===== src/rtl/enc_sched_pkg.sv =====
`default_nettype none
// ============================================================================
// Module   : enc_sched_pkg
// Purpose  : Shared types and constants for the encoder lane scheduler:
//            FSM state enum, d_sel codes, gen-speed codes, block length.
// Revision : 1.0 - initial release
// ============================================================================
package enc_sched_pkg;

  // Which source owns the block currently being emitted
  typedef enum logic [1:0] {
    IDLE   = 2'd0,
    OS_BLK = 2'd1,
    TL_BLK = 2'd2
  } sched_state_e;

  // d_sel codes: ordered sets use their own code 0..7
  localparam logic [3:0] DSEL_TL_DEF   = 4'd8;
  localparam logic [3:0] DSEL_IDLE_DEF = 4'd9;

  // gen_speed_cfg encodings
  localparam logic [1:0] GEN4     = 2'd0;
  localparam logic [1:0] GEN3     = 2'd1;
  localparam logic [1:0] GEN2     = 2'd2;
  localparam logic [1:0] GEN_RSVD = 2'd3;

  localparam int CNT_W = 4;  // byte_idx width, covers 0..15
  localparam int LEN_W = 5;  // block length width, covers 16

  // Bytes per block for a given speed; reserved speed yields 0 (never granted)
  function automatic logic [LEN_W-1:0] blk_len(input logic [1:0] speed);
    logic [LEN_W-1:0] len;
    case (speed)
      GEN4:    len = 5'd1;
      GEN3:    len = 5'd16;
      GEN2:    len = 5'd8;
      default: len = 5'd0;
    endcase
    return len;
  endfunction

endpackage
`default_nettype wire


===== src/rtl/enc_sym_counter.sv =====
`default_nettype none
// ============================================================================
// Module   : enc_sym_counter
// Purpose  : Byte position counter inside a block. Tracks the index of the
//            next byte to take, detects the wrap at L-1 and registers the
//            byte_idx / sym_start outputs that accompany each emitted byte.
// Revision : 1.0 - initial release
// ============================================================================
module enc_sym_counter
  import enc_sched_pkg::*;
(
  input  logic             clk,
  input  logic             rst_n,
  input  logic             clr,
  input  logic             adv,
  input  logic [LEN_W-1:0] len,
  output logic             at_zero,
  output logic [CNT_W-1:0] byte_idx,
  output logic             sym_start
);

  logic [CNT_W-1:0] idx_q, idx_d;
  logic [CNT_W-1:0] byte_idx_q, byte_idx_d;
  logic             sym_start_q, sym_start_d;
  logic             wrap;

  assign at_zero = (idx_q == '0);
  assign wrap    = ({1'b0, idx_q} == (len - LEN_W'(1)));

  // Next index and the per-byte position tags for the byte taken this cycle
  always_comb begin
    idx_d       = idx_q;
    byte_idx_d  = '0;
    sym_start_d = 1'b0;
    if (clr) begin
      idx_d = '0;
    end else if (adv) begin
      idx_d       = wrap ? '0 : idx_q + CNT_W'(1);
      byte_idx_d  = idx_q;
      sym_start_d = at_zero;
    end
  end

  // Counter and output registers
  always_ff @(posedge clk or negedge rst_n) begin
    if (!rst_n) begin
      idx_q       <= '0;
      byte_idx_q  <= '0;
      sym_start_q <= 1'b0;
    end else begin
      idx_q       <= idx_d;
      byte_idx_q  <= byte_idx_d;
      sym_start_q <= sym_start_d;
    end
  end

  assign byte_idx  = byte_idx_q;
  assign sym_start = sym_start_q;

endmodule
`default_nettype wire


===== src/rtl/enc_lane_scheduler.sv =====
`default_nettype none
// ============================================================================
// Module   : enc_lane_scheduler
// Purpose  : Grants fixed-length blocks to either the ordered-set source or
//            the transport-layer source and serialises their bytes onto two
//            lanes with a 1-cycle registered output stage.
//            Build option: ENC_SCHED_RR_EN selects round-robin arbitration
//            between the two sources; otherwise OS has fixed priority.
// Revision : 1.0 - initial release
// ============================================================================
module enc_lane_scheduler
  import enc_sched_pkg::*;
#(
  parameter logic [3:0] IDLE_DSEL = DSEL_IDLE_DEF,
  parameter logic [3:0] TL_DSEL   = DSEL_TL_DEF
) (
  input  logic       enc_clk,
  input  logic       rst,
  input  logic       sched_en,
  input  logic [1:0] gen_speed_cfg,
  input  logic       os_req,
  input  logic [3:0] os_sel,
  input  logic [7:0] os_lane_0,
  input  logic [7:0] os_lane_1,
  output logic       os_ack,
  input  logic       tl_valid,
  input  logic [7:0] tl_lane_0,
  input  logic [7:0] tl_lane_1,
  output logic       tl_ack,
  output logic [7:0] lane_0_tx,
  output logic [7:0] lane_1_tx,
  output logic [3:0] d_sel,
  output logic [1:0] gen_speed,
  output logic       enable,
  output logic       sym_start,
  output logic [3:0] byte_idx,
  output logic       tl_underrun
);

  sched_state_e     state_q, state_d, src, both_pick;
  logic [7:0]       lane_0_q, lane_0_d, lane_1_q, lane_1_d;
  logic [3:0]       d_sel_q, d_sel_d;
  logic [1:0]       gen_speed_q, gen_speed_d;
  logic             enable_q, enable_d;
  logic             underrun_q, underrun_d;
  logic             at_zero, take;
  logic [LEN_W-1:0] len_sel;

`ifdef ENC_SCHED_RR_EN
  logic last_tl_q, last_tl_d;

  // Remember which source won the most recent block grant
  always_comb begin
    last_tl_d = last_tl_q;
    if (take && at_zero) last_tl_d = (src == TL_BLK);
  end

  // Reset as if TL won last so OS goes first after reset
  always_ff @(posedge enc_clk or negedge rst) begin
    if (!rst) last_tl_q <= 1'b1;
    else      last_tl_q <= last_tl_d;
  end

  assign both_pick = last_tl_q ? OS_BLK : TL_BLK;
`else
  assign both_pick = OS_BLK;
`endif

  // Source selection: arbitrate at a block boundary, otherwise stay with the
  // block in progress. Gating with rst keeps the acks low while in reset.
  always_comb begin
    src = IDLE;
    if (rst && sched_en) begin
      if (at_zero) begin
        if (gen_speed_cfg != GEN_RSVD) begin
          if (os_req && tl_valid) src = both_pick;
          else if (os_req)        src = OS_BLK;
          else if (tl_valid)      src = TL_BLK;
        end
      end else begin
        src = state_q;
      end
    end
  end

  assign take    = (src != IDLE);
  assign len_sel = at_zero ? blk_len(gen_speed_cfg) : blk_len(gen_speed_q);
  assign os_ack  = (src == OS_BLK) && os_req;
  assign tl_ack  = (src == TL_BLK) && tl_valid;

  // Next-state and registered-output values for the byte taken this cycle
  always_comb begin
    state_d     = src;
    lane_0_d    = 8'h00;
    lane_1_d    = 8'h00;
    enable_d    = take;
    gen_speed_d = gen_speed_q;
    d_sel_d     = IDLE_DSEL;
    underrun_d  = underrun_q;
    if (src == OS_BLK) begin
      lane_0_d = os_lane_0;
      lane_1_d = os_lane_1;
    end else if (src == TL_BLK && tl_valid) begin
      lane_0_d = tl_lane_0;
      lane_1_d = tl_lane_1;
    end
    if (take) begin
      if (at_zero) begin
        gen_speed_d = gen_speed_cfg;
        d_sel_d     = (src == OS_BLK) ? os_sel : TL_DSEL;
      end else begin
        d_sel_d = d_sel_q;
      end
    end
    if (!sched_en)                        underrun_d = 1'b0;
    else if (src == TL_BLK && !tl_valid)  underrun_d = 1'b1;
  end

  // Scheduler FSM with registered lane outputs
  always_ff @(posedge enc_clk or negedge rst) begin
    if (!rst) begin
      state_q     <= IDLE;
      lane_0_q    <= 8'h00;
      lane_1_q    <= 8'h00;
      d_sel_q     <= IDLE_DSEL;
      gen_speed_q <= GEN4;
      enable_q    <= 1'b0;
      underrun_q  <= 1'b0;
    end else begin
      state_q     <= state_d;
      lane_0_q    <= lane_0_d;
      lane_1_q    <= lane_1_d;
      d_sel_q     <= d_sel_d;
      gen_speed_q <= gen_speed_d;
      enable_q    <= enable_d;
      underrun_q  <= underrun_d;
    end
  end

  enc_sym_counter u_cnt (
    .clk       (enc_clk),
    .rst_n     (rst),
    .clr       (~sched_en),
    .adv       (take),
    .len       (len_sel),
    .at_zero   (at_zero),
    .byte_idx  (byte_idx),
    .sym_start (sym_start)
  );

  assign lane_0_tx   = lane_0_q;
  assign lane_1_tx   = lane_1_q;
  assign d_sel       = d_sel_q;
  assign gen_speed   = gen_speed_q;
  assign enable      = enable_q;
  assign tl_underrun = underrun_q;

endmodule
`default_nettype wire


===== config.mk =====
export PLATFORM = sky130hd
export DESIGN_NAME = enc_lane_scheduler
export DESIGN_NICKNAME = d
export VERILOG_FILES = /design/src/rtl/enc_sched_pkg.sv /design/src/rtl/enc_sym_counter.sv /design/src/rtl/enc_lane_scheduler.sv
export SDC_FILE = /design/constraint.sdc
export NUM_CORES = 1
export LEC_CHECK = 0
export BUFFER_PORTS_ARGS = -buffer_cell sky130_fd_sc_hd__buf_2
export CAP_MARGIN = 20
export CORE_MARGIN = 8
export CORE_UTILIZATION = 35
export CTS_CLUSTER_DIAMETER = 150
export DETAILED_ROUTE_END_ITERATION = 7
export GPL_ROUTABILITY_DRIVEN = 1
export PLACE_DENSITY_LB_ADDON = 0.2
export REMOVE_ABC_BUFFERS = 1
export SETUP_SLACK_MARGIN = 0.3
export SYNTH_ARGS = -nofsm -noshare
export SYNTH_HDL_FRONTEND = slang
export SYNTH_SLANG_ARGS = --single-unit

===== constraint.sdc =====
create_clock -name enc_clk -period 7.1 [get_ports enc_clk]
set_clock_uncertainty 0.05 [all_clocks]
set_input_delay 1.065 -clock enc_clk [delete_from_list [all_inputs] [get_ports enc_clk]]
set_output_delay 1.065 -clock enc_clk [all_outputs]
set_load 0.01 [all_outputs]

==> run_results.csv <==
group,metric,value,unit
sta,holdWs,0.433,ns
clocking,cts_buffer_depth,2,
floorplan,pin_count,74,
place,dp_hpwl,3.06,mm
clocking,clk_pin_slew,0.07,ns
floorplan,dieWidth,83.8,um
synthesis,syn_inst,128,
floorplan,die-area,7030,sq um
clocking,cts_setup_buffers,0,
status,status,"finished, final reports clean",
hold_path,hold_class,"flop to flop",
synthesis,syn_avg_cell_area,12.6,sq um
routing,drtPass1Iterations,4,
synthesis,yosys.area.top_type,"dfrtp_1",
sta,rsz0062_at_grt,"no",
place,place.port_buffers,73,
synthesis,synth_top_area_share,51.3,%
finish,fin_area,2090,sq um
power,p_int,384,uW
flow_run,max_cap_viol_count,0,
setup_path,cp-end-kind,"output pin",
hold_path,min_to,"d_sel[0]$_DFFE_PN1P_",
sta,tightestPinTransition,0.932,ns
clocking,cts_tree,"built",
setup_path,rr_endpoint,"u_cnt.idx_q[3]$_DFFE_PN0P_",
global_routing,grt_pass1_vias,1396,
power,net-switching-power,205,uW
setup_path,r2r-start,"u_cnt.idx_q[0]$_DFFE_PN0P_",
power,power.density,282,nW/um^2
synthesis,synth_area,1610,sq um
finish,area_growth,29.9,%
floorplan,initial_core_util,36.7,%
hold_path,whs_path_depth,2,
routing,wl,3.93,mm
finish,drive_gt1_share,47.1,%
place,placedInstanceArea,2010,sq um
sta,min_period,4.17,ns
finish,fin_util,47.7,%
synthesis,yosysWarnings,0,
setup_path,timing.reg2reg.setup_slack,4.43,ns
setup_path,cp.arrival,3.05,ns
finish,fin_nets,249,
power,p_comb_share,36.2,%
power,sequentialPowerShare,40.5,%
clocking,postCtsResizedCells,0,
sta,fmax,240,MHz
clocking,cts.sinks,35,
setup_path,required,5.98,ns
global_routing,track_usage,11.1,%
synthesis,synth_edf_count,0,
sta,final_hold_viol_count,0,
clocking,cts_hold_buf,0,
clocking,numCtsBuffers,5,
sta,tns,0,ns
setup_path,setup.worst_path.start_class,"input port",
synthesis,ys_seq_area_share,54.5,%
power,fin_total_pwr,589,uW
routing,via_per_inst,4.85,
sta,maxSlewViolCount,0,
global_routing,antenna_found_initial,0,
synthesis,ys_ff_latch,35,
hold_path,hp-start,"d_sel[0]$_DFFE_PN1P_",
finish,diodes,0,
global_routing,grt_max_degree,37,
clocking,clk_latency,0.28,ns
power,leakage,0.00109,uW
routing,via_count,1242,
routing,wl_per_cell,15.4,um
power,switching_share,34.9,%
routing,drc_errors,0,
sta,finalCritPeriodShare,58.7,%
setup_path,path_max_fanout,36,
floorplan,die_h,83.8,um
floorplan,core,4380,sq um
synthesis,synth_top_cells_by_count,"33 x dfrtp_1, 16 x a22o_1, 7 x and2_1, 7 x nand2_1",
synthesis,async_flop_share,100,%
global_routing,grt_overflow,0,
floorplan,rows,24,
synthesis,ys_types,42,
synthesis,yosysMostFrequentCell,"dfrtp_1",
setup_path,worstRegToRegCells,9,
power,clkPwrFrac,23.3,%
sta,max_slew_margin,37.8,%
setup_path,path_class,"input port to output pin",
power,vdd_drop_max,143,uV
clocking,clockRootBuffer,"clkbuf_8",
clocking,htreeDepth,2,
synthesis,synth.area.top_cells,"dfrtp_1 51%, a22o_1 8.7%, dfstp_2 3.3%, mux2i_4 2.8%, and2_1 2.7%",
routing,drt_iter0_drc,33,
sta,finalSetupViolCount,0,
routing,drtAntennaViolNets,0,
synthesis,ys.flop_type,"dfrtp_1",
global_routing,grt_pass1_wl,6.56,mm
place,place_congestion,0.857,
[cell usage in the layout (no fill, tap or decap), types with 2 or more instances in the layout]
cell type | Yosys | final
a22o_1 | 16 | 16
a32o_1 | 2 | 2
and2_1 | 7 | 7
buf_2 | 3 | 73
clkbuf_8 | 0 | 5
dfrtp_1 | 33 | 33
dfstp_2 | 2 | 2
ha_1 | 3 | 3
inv_1 | 5 | 5
mux2_2 | 2 | 2
mux2i_4 | 2 | 2
nand2_1 | 7 | 7
nand2b_1 | 2 | 2
nand3_1 | 3 | 3
nor2_1 | 5 | 5
nor2b_1 | 4 | 4
nor3_1 | 2 | 2
nor3b_1 | 2 | 2
o21ai_0 | 2 | 2
o221ai_1 | 2 | 2
[flip-flops by register name, indices dropped and copies added (netlist names)]
name             cells
enable               1
lane_1_tx            8
gen_speed            2
d_sel                4
state_q              2
u_cnt.idx_q          4
u_cnt.sym_start      1
lane_0_tx            8
u_cnt.byte_idx       4
tl_underrun          1
[area by class of cell]
cell class | instances | area [sq um]
repair buffers | 74 | 377
clock inverters | 2 | 12.5
well taps | 52 | 65.1
clock buffers | 6 | 72.6
inverters | 5 | 18.8
flip-flops and latches | 35 | 878
fillers | 405 | 2290
multi-input cells | 82 | 668
[routing by layer]
metal | part of all wire, % | wire length [um] | up-vias | GRT usage [%]
met5 | 0 | 0 | - | 0
met4 | 0.74 | 29 | 0 | 3.30
met3 | 7.7 | 301 | 4 | 4.79
met2 | 49 | 1940 | 43 | 18.7
met1 | 42 | 1660 | 580 | 12.5
li1 | - | - | 615 | -
[worst max-delay path by stage]
| stage | from | to | slack (ns) | cells past startpoint |
|---|---|---|---|---|
| final | rst | os_ack | 2.93 | 6 |
| after CTS | rst | os_ack | 2.85 | 6 |
| after global placement | rst | os_ack | 2.48 | 6 |
| after floorplan | gen_speed_cfg[0] | os_ack | 3.62 | 5 |
| after global routing | rst | os_ack | 2.61 | 6 |
| after detailed placement | rst | os_ack | 2.85 | 6 |
[power by group through the flow]
stage / sequential (uW) / clock [uW] / combinational [uW]
2_1_floorplan: 249 / 0 / 147
3_3_place_gp: 242 / 0 / 212
3_5_place_dp: 243 / 0 / 218
4_1_cts: 239 / 141 / 218
5_1_grt: 242 / 150 / 236
6_report: 239 / 137 / 213
[logic make-up (layout without fill, tap and decap cells)]
family | count (synthesis) | after routing | synth area share, %
xor gates and xnor gates | 2 | 2 | 1.55
and+or+nand+nor | 37 | 37 | 13.1
AOI/OAI and AO/OA | 34 | 34 | 18.7
adders and majority gates | 3 | 3 | 2.33
DFF | 35 | 35 | 54.5
muxes | 6 | 6 | 5.75
buffers and inverters | 11 | 87 | 3.96
[per-stage QoR]
| stage | instances | setup slack [ns] |
|---|---|---|
| after global placement | 247 | 2.48 |
| final | 256 | 2.93 |
| after floorplan | 122 | 3.62 |
| after CTS | 256 | 2.85 |
| after detailed placement | 248 | 2.85 |
| after global routing | 256 | 2.61 |
[critical path: stages]
cell	delay (ns)
buf_2	0.58
nand2_1	0.26
a21o_1	0.26
nor2_1	0.53
and2_1	0.22
buf_2	0.13
No activity file was read; power rests on OpenSTA's default activity.
